==> src/rtl/rpn_pkg.sv <==
// Shared opcodes, token encodings and FSM state type for the RPN token sequencer.
package rpn_pkg;

    localparam logic [2:0] OPC_NOP  = 3'b000;
    localparam logic [2:0] OPC_ADD  = 3'b100;
    localparam logic [2:0] OPC_MUL  = 3'b101;
    localparam logic [2:0] OPC_PUSH = 3'b110;
    localparam logic [2:0] OPC_POP  = 3'b111;

    localparam logic TOK_OPERAND  = 1'b0;
    localparam logic TOK_OPERATOR = 1'b1;
    localparam logic OP_ADD       = 1'b0;
    localparam logic OP_MUL       = 1'b1;

    typedef enum logic [3:0] {
        ST_IDLE      = 4'd0,
        ST_OP        = 4'd1,
        ST_POP1      = 4'd2,
        ST_POP2      = 4'd3,
        ST_PUSHR     = 4'd4,
        ST_FINAL_POP = 4'd5,
        ST_FWAIT     = 4'd6,
        ST_FCAP      = 4'd7,
        ST_DRAIN     = 4'd8,
        ST_DONE      = 4'd9
    } state_e;

    // Map an operator token select onto the ALU arithmetic opcode.
    function automatic logic [2:0] op_to_opcode(input logic op);
        return (op == OP_MUL) ? OPC_MUL : OPC_ADD;
    endfunction

endpackage

==> src/rtl/rpn_token_sequencer_if.sv <==
// Token stream handshake between the token producer and the sequencer.
interface rpn_token_sequencer_if #(parameter int N = 16);
    logic         tok_valid;
    logic         tok_ready;
    logic         tok_kind;
    logic         tok_op;
    logic [N-1:0] tok_data;
    logic         tok_last;

    modport master (output tok_valid, output tok_kind, output tok_op,
                    output tok_data, output tok_last, input tok_ready);
    modport slave  (input tok_valid, input tok_kind, input tok_op,
                    input tok_data, input tok_last, output tok_ready);
endinterface

==> src/rtl/rpn_depth_counter.sv <==
// Tracks how many entries the ALU stack currently holds.
module rpn_depth_counter #(
    parameter int DEPTH = 512,
    parameter int DW    = 10
) (
    input  logic          clk,
    input  logic          rst_n,
    input  logic          i_inc,
    input  logic          i_dec,
    input  logic          i_clr,
    output logic [DW-1:0] o_depth,
    output logic          o_full,
    output logic          o_empty,
    output logic          o_ge2
);

    logic [DW-1:0] r_depth;

    // Depth register: clear has priority, simultaneous inc/dec cancel out.
    always_ff @(posedge clk or negedge rst_n) begin
        if (!rst_n) begin
            r_depth <= {DW{1'b0}};
        end else if (i_clr) begin
            r_depth <= {DW{1'b0}};
        end else if (i_inc && !i_dec) begin
            r_depth <= r_depth + DW'(1);
        end else if (i_dec && !i_inc) begin
            r_depth <= r_depth - DW'(1);
        end else begin
            r_depth <= r_depth;
        end
    end

    assign o_depth = r_depth;
    assign o_full  = (r_depth == DW'(DEPTH));
    assign o_empty = (r_depth == {DW{1'b0}});
    assign o_ge2   = (r_depth >= DW'(2));

endmodule

==> src/rtl/rpn_token_sequencer.sv <==
// Turns RPN tokens into timed PUSH/ADD/MUL/POP commands for the stack ALU and
// reports one result per expression.
module rpn_token_sequencer
    import rpn_pkg::*;
#(
    parameter int N     = 16,
    parameter int DEPTH = 512,
    parameter int DW    = 10
) (
    input  logic                  clk,
    input  logic                  rst_n,
    rpn_token_sequencer_if.slave  tok,
    output logic [2:0]            o_alu_opcode,
    output logic [N-1:0]          o_alu_data,
    input  logic [N-1:0]          i_alu_result,
    input  logic                  i_alu_overflow,
    output logic                  o_res_valid,
    output logic [N-1:0]          o_res_data,
    output logic                  o_res_overflow,
    output logic                  o_res_error,
    output logic                  o_busy
);

    state_e         r_state, w_state_nxt;
    logic [2:0]     r_alu_opcode, w_opc_nxt;
    logic [N-1:0]   r_alu_data, w_data_nxt;
    logic [N-1:0]   r_tmp, w_tmp_nxt;
    logic [N-1:0]   r_res_data, w_res_data_nxt;
    logic           r_ovf, w_ovf_nxt;
    logic           r_err, w_err_nxt;
    logic           r_last, w_last_nxt;
    logic           r_res_valid, w_res_valid_nxt;
    logic           r_res_ovf, w_res_ovf_nxt;
    logic           r_res_err, w_res_err_nxt;
    logic           r_busy;
    logic           r_started;
    logic           w_accept, w_inc, w_dec;
    logic           w_full, w_empty, w_ge2;
    logic [DW-1:0]  w_depth;

    rpn_depth_counter #(.DEPTH(DEPTH), .DW(DW)) u_depth (
        .clk     (clk),
        .rst_n   (rst_n),
        .i_inc   (w_inc),
        .i_dec   (w_dec),
        .i_clr   (1'b0),
        .o_depth (w_depth),
        .o_full  (w_full),
        .o_empty (w_empty),
        .o_ge2   (w_ge2)
    );

    // Ready only in IDLE and only once reset has been released for an edge.
    assign tok.tok_ready = r_started && (r_state == ST_IDLE);
    assign w_accept      = tok.tok_valid && tok.tok_ready;

    // Next-state and next-output decode for the command sequencer.
    always_comb begin
        w_state_nxt     = r_state;
        w_opc_nxt       = OPC_NOP;
        w_data_nxt      = r_alu_data;
        w_tmp_nxt       = r_tmp;
        w_ovf_nxt       = r_ovf;
        w_err_nxt       = r_err;
        w_last_nxt      = r_last;
        w_res_valid_nxt = 1'b0;
        w_res_data_nxt  = r_res_data;
        w_res_ovf_nxt   = 1'b0;
        w_res_err_nxt   = 1'b0;
        w_inc           = 1'b0;
        w_dec           = 1'b0;
        case (r_state)
            ST_IDLE: begin
                if (w_accept) begin
                    if (tok.tok_kind == TOK_OPERAND) begin
                        if (w_full) begin
                            w_err_nxt = 1'b1;
                        end else begin
                            w_opc_nxt  = OPC_PUSH;
                            w_data_nxt = tok.tok_data;
                            w_inc      = 1'b1;
                        end
                        w_state_nxt = tok.tok_last ? ST_FINAL_POP : ST_IDLE;
                    end else if (w_ge2) begin
                        w_opc_nxt   = op_to_opcode(tok.tok_op);
                        w_last_nxt  = tok.tok_last;
                        w_state_nxt = ST_OP;
                    end else begin
                        // Operator underflow: consume it without touching the ALU.
                        w_err_nxt   = 1'b1;
                        w_state_nxt = tok.tok_last ? ST_FINAL_POP : ST_IDLE;
                    end
                end else begin
                    w_state_nxt = ST_IDLE;
                end
            end
            ST_OP: begin
                w_opc_nxt   = OPC_POP;
                w_state_nxt = ST_POP1;
            end
            ST_POP1: begin
                // ALU output now holds the sum/product computed on the previous edge.
                w_tmp_nxt   = i_alu_result;
                w_ovf_nxt   = r_ovf | i_alu_overflow;
                w_opc_nxt   = OPC_POP;
                w_state_nxt = ST_POP2;
            end
            ST_POP2: begin
                w_opc_nxt   = OPC_PUSH;
                w_data_nxt  = r_tmp;
                w_dec       = 1'b1;
                w_state_nxt = ST_PUSHR;
            end
            ST_PUSHR: begin
                w_last_nxt  = 1'b0;
                w_state_nxt = r_last ? ST_FINAL_POP : ST_IDLE;
            end
            ST_FINAL_POP: begin
                if (w_empty) begin
                    w_res_valid_nxt = 1'b1;
                    w_res_data_nxt  = {N{1'b0}};
                    w_res_ovf_nxt   = r_ovf;
                    w_res_err_nxt   = 1'b1;
                    w_ovf_nxt       = 1'b0;
                    w_err_nxt       = 1'b0;
                    w_state_nxt     = ST_IDLE;
                end else begin
                    w_opc_nxt   = OPC_POP;
                    w_state_nxt = ST_FWAIT;
                end
            end
            ST_FWAIT: begin
                w_state_nxt = ST_FCAP;
            end
            ST_FCAP: begin
                w_res_data_nxt = i_alu_result;
                w_dec          = 1'b1;
                if (w_ge2) begin
                    // Leftover operands: flag the expression and empty the ALU stack.
                    w_err_nxt   = 1'b1;
                    w_state_nxt = ST_DRAIN;
                end else begin
                    w_state_nxt = ST_DONE;
                end
            end
            ST_DRAIN: begin
                w_opc_nxt = OPC_POP;
                w_dec     = 1'b1;
                if (w_depth == DW'(1)) begin
                    w_state_nxt = ST_DONE;
                end else begin
                    w_state_nxt = ST_DRAIN;
                end
            end
            ST_DONE: begin
                w_res_valid_nxt = 1'b1;
                w_res_ovf_nxt   = r_ovf;
                w_res_err_nxt   = r_err;
                w_ovf_nxt       = 1'b0;
                w_err_nxt       = 1'b0;
                w_state_nxt     = ST_IDLE;
            end
            default: begin
                w_state_nxt = ST_IDLE;
            end
        endcase
    end

    // State, command and result registers.
    always_ff @(posedge clk or negedge rst_n) begin
        if (!rst_n) begin
            r_state      <= ST_IDLE;
            r_alu_opcode <= OPC_NOP;
            r_alu_data   <= {N{1'b0}};
            r_tmp        <= {N{1'b0}};
            r_ovf        <= 1'b0;
            r_err        <= 1'b0;
            r_last       <= 1'b0;
            r_res_valid  <= 1'b0;
            r_res_data   <= {N{1'b0}};
            r_res_ovf    <= 1'b0;
            r_res_err    <= 1'b0;
            r_busy       <= 1'b0;
            r_started    <= 1'b0;
        end else begin
            r_state      <= w_state_nxt;
            r_alu_opcode <= w_opc_nxt;
            r_alu_data   <= w_data_nxt;
            r_tmp        <= w_tmp_nxt;
            r_ovf        <= w_ovf_nxt;
            r_err        <= w_err_nxt;
            r_last       <= w_last_nxt;
            r_res_valid  <= w_res_valid_nxt;
            r_res_data   <= w_res_data_nxt;
            r_res_ovf    <= w_res_ovf_nxt;
            r_res_err    <= w_res_err_nxt;
            r_busy       <= (w_state_nxt != ST_IDLE);
            r_started    <= 1'b1;
        end
    end

    assign o_alu_opcode   = r_alu_opcode;
    assign o_alu_data     = r_alu_data;
    assign o_res_valid    = r_res_valid;
    assign o_res_data     = r_res_data;
    assign o_res_overflow = r_res_ovf;
    assign o_res_error    = r_res_err;
    assign o_busy         = r_busy;

endmodule
==> src/flat_wrapper.sv <==
// flat-port wrapper written by rule: the top's interface ports become plain ports
module rpn_token_sequencer_flat import rpn_pkg::*;
#(
    parameter int N     = 16,
    parameter int DEPTH = 512,
    parameter int DW    = 10
)
  (clk, rst_n, o_alu_opcode, o_alu_data, i_alu_result, i_alu_overflow, o_res_valid, o_res_data, o_res_overflow, o_res_error, o_busy, tok_tok_valid, tok_tok_kind, tok_tok_op, tok_tok_data, tok_tok_last, tok_tok_ready);
  rpn_token_sequencer_if #(.N(N)) tok_i ();
  input  logic clk;
  input  logic rst_n;
  output logic [2:0] o_alu_opcode;
  output logic [N-1:0] o_alu_data;
  input  logic [N-1:0] i_alu_result;
  input  logic i_alu_overflow;
  output logic o_res_valid;
  output logic [N-1:0] o_res_data;
  output logic o_res_overflow;
  output logic o_res_error;
  output logic o_busy;
  input wire logic [$bits(tok_i.tok_valid)-1:0] tok_tok_valid;
  input wire logic [$bits(tok_i.tok_kind)-1:0] tok_tok_kind;
  input wire logic [$bits(tok_i.tok_op)-1:0] tok_tok_op;
  input wire logic [$bits(tok_i.tok_data)-1:0] tok_tok_data;
  input wire logic [$bits(tok_i.tok_last)-1:0] tok_tok_last;
  output wire logic [$bits(tok_i.tok_ready)-1:0] tok_tok_ready;
  assign tok_i.tok_valid = tok_tok_valid;
  assign tok_i.tok_kind = tok_tok_kind;
  assign tok_i.tok_op = tok_tok_op;
  assign tok_i.tok_data = tok_tok_data;
  assign tok_i.tok_last = tok_tok_last;
  assign tok_tok_ready = tok_i.tok_ready;
  rpn_token_sequencer #(.N(N), .DEPTH(DEPTH), .DW(DW)) u_core (.clk(clk), .rst_n(rst_n), .tok(tok_i), .o_alu_opcode(o_alu_opcode), .o_alu_data(o_alu_data), .i_alu_result(i_alu_result), .i_alu_overflow(i_alu_overflow), .o_res_valid(o_res_valid), .o_res_data(o_res_data), .o_res_overflow(o_res_overflow), .o_res_error(o_res_error), .o_busy(o_busy));
endmodule
==> config.mk <==
export PLATFORM = sky130hd
export DESIGN_NAME = rpn_token_sequencer_flat
export DESIGN_NICKNAME = d
export VERILOG_FILES = /design/src/rtl/rpn_pkg.sv /design/src/rtl/rpn_token_sequencer_if.sv /design/src/rtl/rpn_depth_counter.sv /design/src/rtl/rpn_token_sequencer.sv /design/src/flat_wrapper.sv
export SDC_FILE = /design/constraint.sdc
export NUM_CORES = 1
export LEC_CHECK = 0
export CORE_MARGIN = 10
export CORE_UTILIZATION = 35
export DETAILED_ROUTE_END_ITERATION = 10
export PLACE_DENSITY_LB_ADDON = 0.3
export SYNTH_ARGS = -nofsm -noshare
export SYNTH_HDL_FRONTEND = slang
export SYNTH_SLANG_ARGS = --single-unit
==> constraint.sdc <==
create_clock -name clk -period 3.9 [get_ports clk]
set_input_delay 0.39 -clock clk [delete_from_list [all_inputs] [get_ports clk]]
set_output_delay 0.39 -clock clk [all_outputs]
set_load 0.005 [all_outputs]
==> results.env, run 1 <==
FINALSETUPVIOLCOUNT=0
CRIT_START='u_core.r_state[0]$_DFF_PN0_'
PLACEABLECOREAREA_UM2=9640
MAX_FREQ_MHz=322
ANTENNADIODECOUNT=0
SYNTH-EDFF-COUNT=0
SLACK_OF_THE_WORST_REG_TO_REG_PATH_NS=0.80
WORST-PATH-MAX-FANOUT=15
YS_TOP_CELLS_BY_AREA='sky130_fd_sc_hd__dfrtp_1 53%, sky130_fd_sc_hd__mux2i_1 5.6%, sky130_fd_sc_hd__mux2_2 5.3%'
PLACEMENT.IO_BUFFERS=78
RUN_STATUS='finished, final reports clean'
WORSTREG2REGSTART='u_core.r_state[0]$_DFF_PN0_'
PLACE.DETAILED.HPWL_UM=6030
TIMING.SLEW.HEADROOM=0.359
NETLIST_AREA_UM2=3420
SYNTH_LARGEST_TYPE_AREA_FRACTION=0.534
POWERDENSITY_nW_PER_UM2=810
DETAILEDROUTE.FIRSTITERATIONVIOLATIONS=117
WORST_R2R_PATH_DEPTH=10
TRACK_USAGE=0.119
WORST-ENDPOINT-REQUIRED_NS=4.13
POSTSYNTHAREAPERCELL_UM2=11.1
GRTUSAGEMET3=0.0383
POSTROUTEANTENNANETS=0
YS_SEQ_AREA_FRAC=0.534
TIMING.FINAL.MAX_SLEW_VIOLATIONS=0
CTS-ROOT-TO-SINK-BUFFERS=2
DIE_AREA_UM2=14100
HOLD_CLASS='input port to asynchronous set/reset pin'
GLOBALROUTE.BUSIESTLAYER='met2'
LAYOUT-DRIVE-GT1-SHARE=0.103
FINISH.INSTANCE_AREA_UM2=4560
WORST_CLOCK_SKEW_NS=0.0154
DETAIL_ROUTE.FIRST_PASS.ITERATIONS=4
YS_FF_LATCH=73
TIMING.MAX_CAP.VIOLATIONS=0
SYN-NUM-NETS=354
GLOBALPLACE.CONGESTION=0.863
POST-SYNTH-TOP-AREA-CELL='sky130_fd_sc_hd__dfrtp_1'
GRT_PASS1_VIAS=2567
MAX-VDD-IR-DROP_V=0.000349
GR-USAGE-MET1=0.157
POST_SYNTH_INST_COUNT=309
GRT_UTIL_MET2=0.183
ANTENNA_FOUND_INITIAL=0
DR_TOTAL_VIAS=2592
CRIT_TYPE='flop to flop'
CRITPATHCAPTURETYPE='flop'
H-TREE-DEPTH=3
POST-CTS-SETUP-BUFFERS=0
CLKSINKCOUNT=73
DIE-HEIGHT_UM=119
LEADING_CELL_TYPES_BY_COUNT_AFTER_SYNTHESIS='73 x sky130_fd_sc_hd__dfrtp_1, 27 x sky130_fd_sc_hd__nand2_1, 19 x sky130_fd_sc_hd__mux2i_1'
PLACEMENTROWS=36
SETUP-TNS-FINAL_NS=0
FINAL_HOLD_VIOL_COUNT=0
CLK_PIN_SLEW_NS=0.09
YOSYSMOSTFREQUENTCELL='sky130_fd_sc_hd__dfrtp_1'
VIA_DENSITY_PER_INSTANCE=4.98
STATIC-LEAKAGE-POWER_nW=2.05
CLOCK_TREE.ROOT_CELL='sky130_fd_sc_hd__clkbuf_8'
CLOCK_INSERTION_DELAY_WORST_SKEW_NS=0.35
GRT_PASS1_WL_UM=13700
FINAL_MIN_PERIOD_OVER_CLOCK_PERIOD=0.796
NUMBER_OF_NETS_IN_THE_FINISHED_DESIGN=427
CTS.HOLD.BUFFERS_ADDED=0
SYNTH-WARNING-COUNT=0
POST-ROUTE-MIN-PERIOD_NS=3.10
GRT_MAX_DEGREE=46
RSZ0062_AT_GRT='false'
SYNTH_FLOP_CELL='sky130_fd_sc_hd__dfrtp_1'
GRT-OVFL-TOTAL=0
PLACED_AREA_UM2=4300
CP.ARRIVAL_NS=3.33
R2R-END='u_core.u_depth.o_depth[7]$_DFFE_PN0P_'
DRT-TOTAL-WL_UM=8480
NUMBER_OF_DISTINCT_STANDARD_CELLS_REFERENCED_BY_THE_SYNTHESIZED_NETLIST=47
TRITONCTS.NUM_BUFFERS=9
DRT_DRC_VIOLATIONS_LEFT=0
MAX_SLEW.WORST_PIN.SLEW_NS=0.962
CTS_TREE='built'
IO_PINS=79
SYNTH-ASYNC-RESET-RATIO=1.00
POST_CTS_RESIZED=0
DETAIL_ROUTE.WL_PER_CELL_UM=16.3
DIE_WIDTH_UM=119
INITIAL_UTILIZATION=0.355
SETUP.WORST_PATH.START_CLASS='flop'
SYN2LAYOUT_AREA_GROWTH_PCT=33.4
==> logic make-up (layout without fill, tap and decap cells) <==
group / count (synthesis) / after routing / share of synthesized area
and+or+nand+nor: 83 / 83 / 0.128
DFF: 73 / 73 / 0.534
AOI/OAI and AO/OA: 71 / 71 / 0.139
muxes: 35 / 35 / 0.108
buffers and inverters: 28 / 106 / 0.0362
xor gates and xnor gates: 12 / 12 / 0.0307
adders and majority gates: 6 / 6 / 0.0220
other: 1 / 1 / 0.00110
==> per-stage QoR <==
stage / std cells / hold WS [ns] / total power [W] / utilization / setup WS [ns]
final: 520 / 0.0508 / 0.00370 / 0.473 / 0.796
after global routing: 520 / 0.0945 / 0.00394 / 0.473 / 0.531
after CTS: 520 / 0.0630 / 0.00373 / 0.473 / 0.790
after detailed placement: 504 / 0.455 / 0.00293 / 0.446 / 0.803
after global placement: 504 / 0.454 / 0.00291 / 0.446 / 0.872
after floorplan: 309 / 0.0944 / 0.00226 / - / 1.14
==> cell usage in the layout (no fill, tap or decap), types with 2 or more instances in the layout <==
master                            synthesis  final
sky130_fd_sc_hd__nand2_1                 27     27
sky130_fd_sc_hd__a211oi_1                 2      2
sky130_fd_sc_hd__a31oi_1                  2      2
sky130_fd_sc_hd__a32oi_1                  2      2
sky130_fd_sc_hd__o211ai_1                 2      2
sky130_fd_sc_hd__o31ai_1                  2      2
sky130_fd_sc_hd__nand3_1                  3      3
sky130_fd_sc_hd__xnor2_1                  5      5
sky130_fd_sc_hd__dfrtp_1                 73     73
sky130_fd_sc_hd__ha_1                     6      6
sky130_fd_sc_hd__and4_1                   4      4
sky130_fd_sc_hd__o21ai_0                 11     11
sky130_fd_sc_hd__buf_4                    0      4
sky130_fd_sc_hd__or3_1                    2      2
sky130_fd_sc_hd__bufinv_16                0      4
sky130_fd_sc_hd__and3_1                   8      8
sky130_fd_sc_hd__o21bai_1                 2      2
sky130_fd_sc_hd__o21ai_1                 10     10
sky130_fd_sc_hd__nand2b_1                 5      5
sky130_fd_sc_hd__a21oi_1                 14     14
sky130_fd_sc_hd__nor3_1                   5      5
sky130_fd_sc_hd__nor2_1                  18     18
sky130_fd_sc_hd__a22o_1                  17     17
sky130_fd_sc_hd__a311o_1                  2      2
sky130_fd_sc_hd__clkdlybuf4s50_1          0     77
sky130_fd_sc_hd__xor2_1                   7      7
sky130_fd_sc_hd__clkbuf_8                 0      9
sky130_fd_sc_hd__a41oi_1                  2      2
sky130_fd_sc_hd__mux2_2                  16     16
sky130_fd_sc_hd__inv_1                    7      7
sky130_fd_sc_hd__mux2i_1                 19     19
==> area by class of cell <==
cell class                 instances  area [µm²]
clock buffer                      10         128
clock inverter                     6         138
fill                             898        5080
inverter                           8        30.0
multi-input combinational        208        1470
sequential                        73        1830
tap                              133         166
timing repair buffer              82         806
==> flip-flops by register name, indices dropped and copies added, names as in the netlist, 3 cells and up <==
signal,cells
u_core.o_alu_data,16
u_core.o_alu_opcode,3
u_core.o_res_data,16
u_core.r_state,4
u_core.r_tmp,16
u_core.u_depth.o_depth,10
==> layer usage <==
layer / vias up / routed length [µm]
met4: 0 / 74
met1: 1279 / 4050
li1: 1253 / -
met5: - / 0
met2: 54 / 3990
met3: 6 / 364
==> worst max-delay path, stage by stage (launching register included) <==
cell	delay (ns)
sky130_fd_sc_hd__dfrtp_1	0.54
sky130_fd_sc_hd__or4_4	0.59
sky130_fd_sc_hd__or2_0	0.23
sky130_fd_sc_hd__a311o_1	0.35
sky130_fd_sc_hd__inv_2	0.07
sky130_fd_sc_hd__ha_1	0.44
sky130_fd_sc_hd__and4_1	0.30
sky130_fd_sc_hd__a21oi_1	0.08
sky130_fd_sc_hd__nor2_1	0.12
sky130_fd_sc_hd__o21ai_0	0.12
sky130_fd_sc_hd__xnor2_1	0.15
==> worst max-delay path by stage <==
stage / to / slack [ns] / cells after the start
floorplan: u_core.u_depth.o_depth[7]$_DFFE_PN0P_ / 1.14 / 11
global placement: u_core.u_depth.o_depth[7]$_DFFE_PN0P_ / 0.87 / 10
detailed placement: u_core.u_depth.o_depth[7]$_DFFE_PN0P_ / 0.80 / 10
CTS: u_core.u_depth.o_depth[7]$_DFFE_PN0P_ / 0.79 / 10
global route: u_core.u_depth.o_depth[7]$_DFFE_PN0P_ / 0.53 / 10
finish: u_core.u_depth.o_depth[7]$_DFFE_PN0P_ / 0.80 / 10
==> power breakdown <==
part	switching (W)	internal [W]	leakage (nW)	total (W)
clock network	0.000295	0.000494	0.131	0.000788
registers	0.000314	0.00112	0.882	0.00144
logic	0.000626	0.000846	1.03	0.00147
Power figures use the tool's default switching activity.
==> inputs of run 2 (changes only) <==
Clock period 3.9 ns to 3.2 ns, I/O delays scaled along.
==> results.env, run 2 (synthesized netlist as in run 1, its figures left out) <==
RSZ0062_AT_GRT='false'
POSTROUTEANTENNANETS=0  # unchanged
DIE_WIDTH_UM=119  # unchanged
INTPOWER_W=0.00271  # +10%
DETAILEDROUTE.FIRSTITERATIONVIOLATIONS=141  # +21%
P_SW_W=0.00151  # +22%
TRACK_USAGE=0.123  # +0.00392
POWERDENSITY_nW_PER_UM2=933  # +15%
P_COMB_FRAC=0.454  # +0.056
GLOBALROUTE.BUSIESTLAYER='met2'
FILLER_CELL_COUNT=915  # +1.9%
CTS.HOLD.BUFFERS_ADDED=0  # unchanged
GRT-OVFL-TOTAL=0  # unchanged
VIA_DENSITY_PER_INSTANCE=5.06  # +1.5%
H-TREE-DEPTH=3  # unchanged
NUMBER_OF_NETS_IN_THE_FINISHED_DESIGN=433  # +1.4%
CRITPATHCAPTURETYPE='flop'
GR-USAGE-MET1=0.156  # -0.000684
WORST-ENDPOINT-REQUIRED_NS=3.46  # -0.67 ns
PLACEMENT.IO_BUFFERS=78  # unchanged
DIE_AREA_UM2=14100  # unchanged
DIE-HEIGHT_UM=119  # unchanged
CTS_TREE='built'
GRTUSAGEMET3=0.0331  # -0.00520
PLACEABLECOREAREA_UM2=9640  # unchanged
DR_TOTAL_VIAS=2656  # +2.5%
CRIT_TYPE='flop to flop'
RUN_STATUS='finished, final reports clean'
PLACEMENTROWS=36  # unchanged
MOST-COMMON-LAYOUT-CELLS='77 x sky130_fd_sc_hd__clkdlybuf4s50_1, 73 x sky130_fd_sc_hd__dfrtp_1, 27 x sky130_fd_sc_hd__nand2_1, 19 x sky130_fd_sc_hd__mux2i_1, 18 x sky130_fd_sc_hd__nor2_1'
GRT_MAX_DEGREE=38  # -17%
TRITONCTS.NUM_BUFFERS=9  # unchanged
PLACE.DETAILED.HPWL_UM=6290  # +4.3%
PWR-SHARE-CLK=0.144  # -0.069
WORST_CLOCK_SKEW_NS=0.00854  # -0.00685 ns
FINAL_CELLS=525  # +0.96%
TIMING.SLEW.HEADROOM=0.367  # +0.00888
HOLD_CLASS='input port to asynchronous set/reset pin'
LAYOUT-DRIVE-GT1-SHARE=0.117  # +0.0140
SYN2LAYOUT_AREA_GROWTH_PCT=32.1
DETAIL_ROUTE.FIRST_PASS.ITERATIONS=4  # unchanged
ANTENNADIODECOUNT=0  # unchanged
SETUP-TNS-FINAL_NS=0  # unchanged
CLOCK_INSERTION_DELAY_WORST_SKEW_NS=0.34  # about the same
R2R-END='u_core.u_depth.o_depth[6]$_DFFE_PN0P_'
MAX_FREQ_MHz=356  # +10%
WORST_R2R_PATH_DEPTH=9  # -1
TIMING.FINAL.MAX_SLEW_VIOLATIONS=0  # unchanged
PWR-SHARE-SEQ=0.402  # +0.014
POST-CTS-SETUP-BUFFERS=0  # unchanged
CLK_PIN_SLEW_NS=0.08  # about the same
GRT_PASS1_VIAS=2804  # +9.2%
POST_CTS_RESIZED=0  # unchanged
POST-ROUTE-MIN-PERIOD_NS=2.81  # -0.293 ns
MAX_SLEW.WORST_PIN.SLEW_NS=0.949  # -0.0133 ns
DRT-TOTAL-WL_UM=8720  # +2.8%
CTS-ROOT-TO-SINK-BUFFERS=2  # unchanged
WORST-PATH-MAX-FANOUT=12  # -3
CLOCK_TREE.ROOT_CELL='sky130_fd_sc_hd__clkbuf_8'
CP.ARRIVAL_NS=3.07  # -0.26 ns
DRT_DRC_VIOLATIONS_LEFT=0  # unchanged
FINALSETUPVIOLCOUNT=0  # unchanged
GRT_UTIL_MET2=0.201  # +0.0184
CLKSINKCOUNT=73  # unchanged
DETAIL_ROUTE.WL_PER_CELL_UM=16.6  # +1.8%
STATIC-LEAKAGE-POWER_nW=2.04  # -0.53%
GLOBALPLACE.CONGESTION=0.866  # +0.27%
TIMING.MAX_CAP.VIOLATIONS=0  # unchanged
INITIAL_UTILIZATION=0.355  # unchanged
GRT_PASS1_WL_UM=14200  # +3.8%
IO_PINS=79  # unchanged
ANTENNA_FOUND_INITIAL=0  # unchanged
FINAL_MIN_PERIOD_OVER_CLOCK_PERIOD=0.878  # +0.0824
MAX-VDD-IR-DROP_V=0.000299  # -14%
WORSTREG2REGSTART='u_core.r_state[3]$_DFF_PN0_'
DP_CELLS=510  # +1.2%
MOSTFREQUENTLAYOUTCELL='sky130_fd_sc_hd__clkdlybuf4s50_1'
SW_FRAC_OF_TOTAL=0.357  # +0.0230
SETUP.WORST_PATH.START_CLASS='flop'
FINAL_HOLD_VIOL_COUNT=0  # unchanged
SLACK_OF_THE_WORST_REG_TO_REG_PATH_NS=0.39  # -0.41 ns
==> run 2: changes by cell type in the layout (fill, tap and decap cells not counted), sizes merged <==
cell,delta
bufinv,-4
inv,-1
buf,+6
clkinvlp,+1
clkbuf,-1
clkinv,+4
==> run 2: through the flow <==
step           utilization  total power (W)  cell area [µm²]  setup slack (ns)  hold slack (ns)
6_report             0.468          0.00421             4520             0.389           0.0789
5_1_grt              0.468          0.00453             4520             0.201            0.140
4_1_cts              0.468          0.00426             4520             0.398            0.101
3_5_place_dp         0.452          0.00364             4360             0.421            0.471
3_3_place_gp         0.452          0.00361             4360             0.491            0.461
2_1_floorplan            -          0.00275             3420             0.438           0.0244
==> run 2: how the worst max path moves through the flow <==
stage	start	to	slack [ns]	cells after the start
5_1_grt	u_core.r_state[3]$_DFF_PN0_	u_core.u_depth.o_depth[7]$_DFFE_PN0P_	0.20	10
2_1_floorplan	u_core.r_state[1]$_DFF_PN0_	u_core.u_depth.o_depth[7]$_DFFE_PN0P_	0.44	11
4_1_cts	u_core.r_state[3]$_DFF_PN0_	u_core.u_depth.o_depth[6]$_DFFE_PN0P_	0.40	9
3_3_place_gp	u_core.r_state[3]$_DFF_PN0_	u_core.u_depth.o_depth[7]$_DFFE_PN0P_	0.49	10
3_5_place_dp	u_core.r_state[3]$_DFF_PN0_	u_core.u_depth.o_depth[6]$_DFFE_PN0P_	0.42	9
6_report	u_core.r_state[3]$_DFF_PN0_	u_core.u_depth.o_depth[6]$_DFFE_PN0P_	0.39	9
==> run 2: power by group through the flow <==
stage / sequential (W) / combinational, W / clock [W]
5_1_grt: 0.00176 / 0.00211 / 0.000667
4_1_cts: 0.00170 / 0.00194 / 0.000627
6_report: 0.00169 / 0.00191 / 0.000609
3_3_place_gp: 0.00170 / 0.00191 / 0
3_5_place_dp: 0.00171 / 0.00193 / 0
2_1_floorplan: 0.00164 / 0.00112 / 0
==> run 2: worst max-delay path: stages (launching register included) <==
cell                      delay (ns)
sky130_fd_sc_hd__dfrtp_1        0.50
sky130_fd_sc_hd__or4_4          0.47
sky130_fd_sc_hd__or2_0          0.24
sky130_fd_sc_hd__a311o_1        0.35
sky130_fd_sc_hd__inv_2          0.07
sky130_fd_sc_hd__ha_1           0.31
sky130_fd_sc_hd__and4_1         0.27
sky130_fd_sc_hd__a32oi_1        0.12
sky130_fd_sc_hd__nor3_1         0.24
sky130_fd_sc_hd__xor2_1         0.16
==> run 2: final cells by class <==
class,count,area (µm²),area share
well taps,133,166,0.0369
clock inverters,6,36.3,0.00804
repair buffers,88,863,0.191
clock buffers,9,124,0.0274
multi-input cells,208,1470,0.325
inverters,8,30.0,0.00665
flip-flops and latches,73,1830,0.405
==> run 2: metal layers <==
layer  vias to the layer above  wire length [µm]
li1                       1254                 -
met1                      1316              4080
met2                        77              4150
met3                         9               406
met4                         0                85
met5                         -                 0
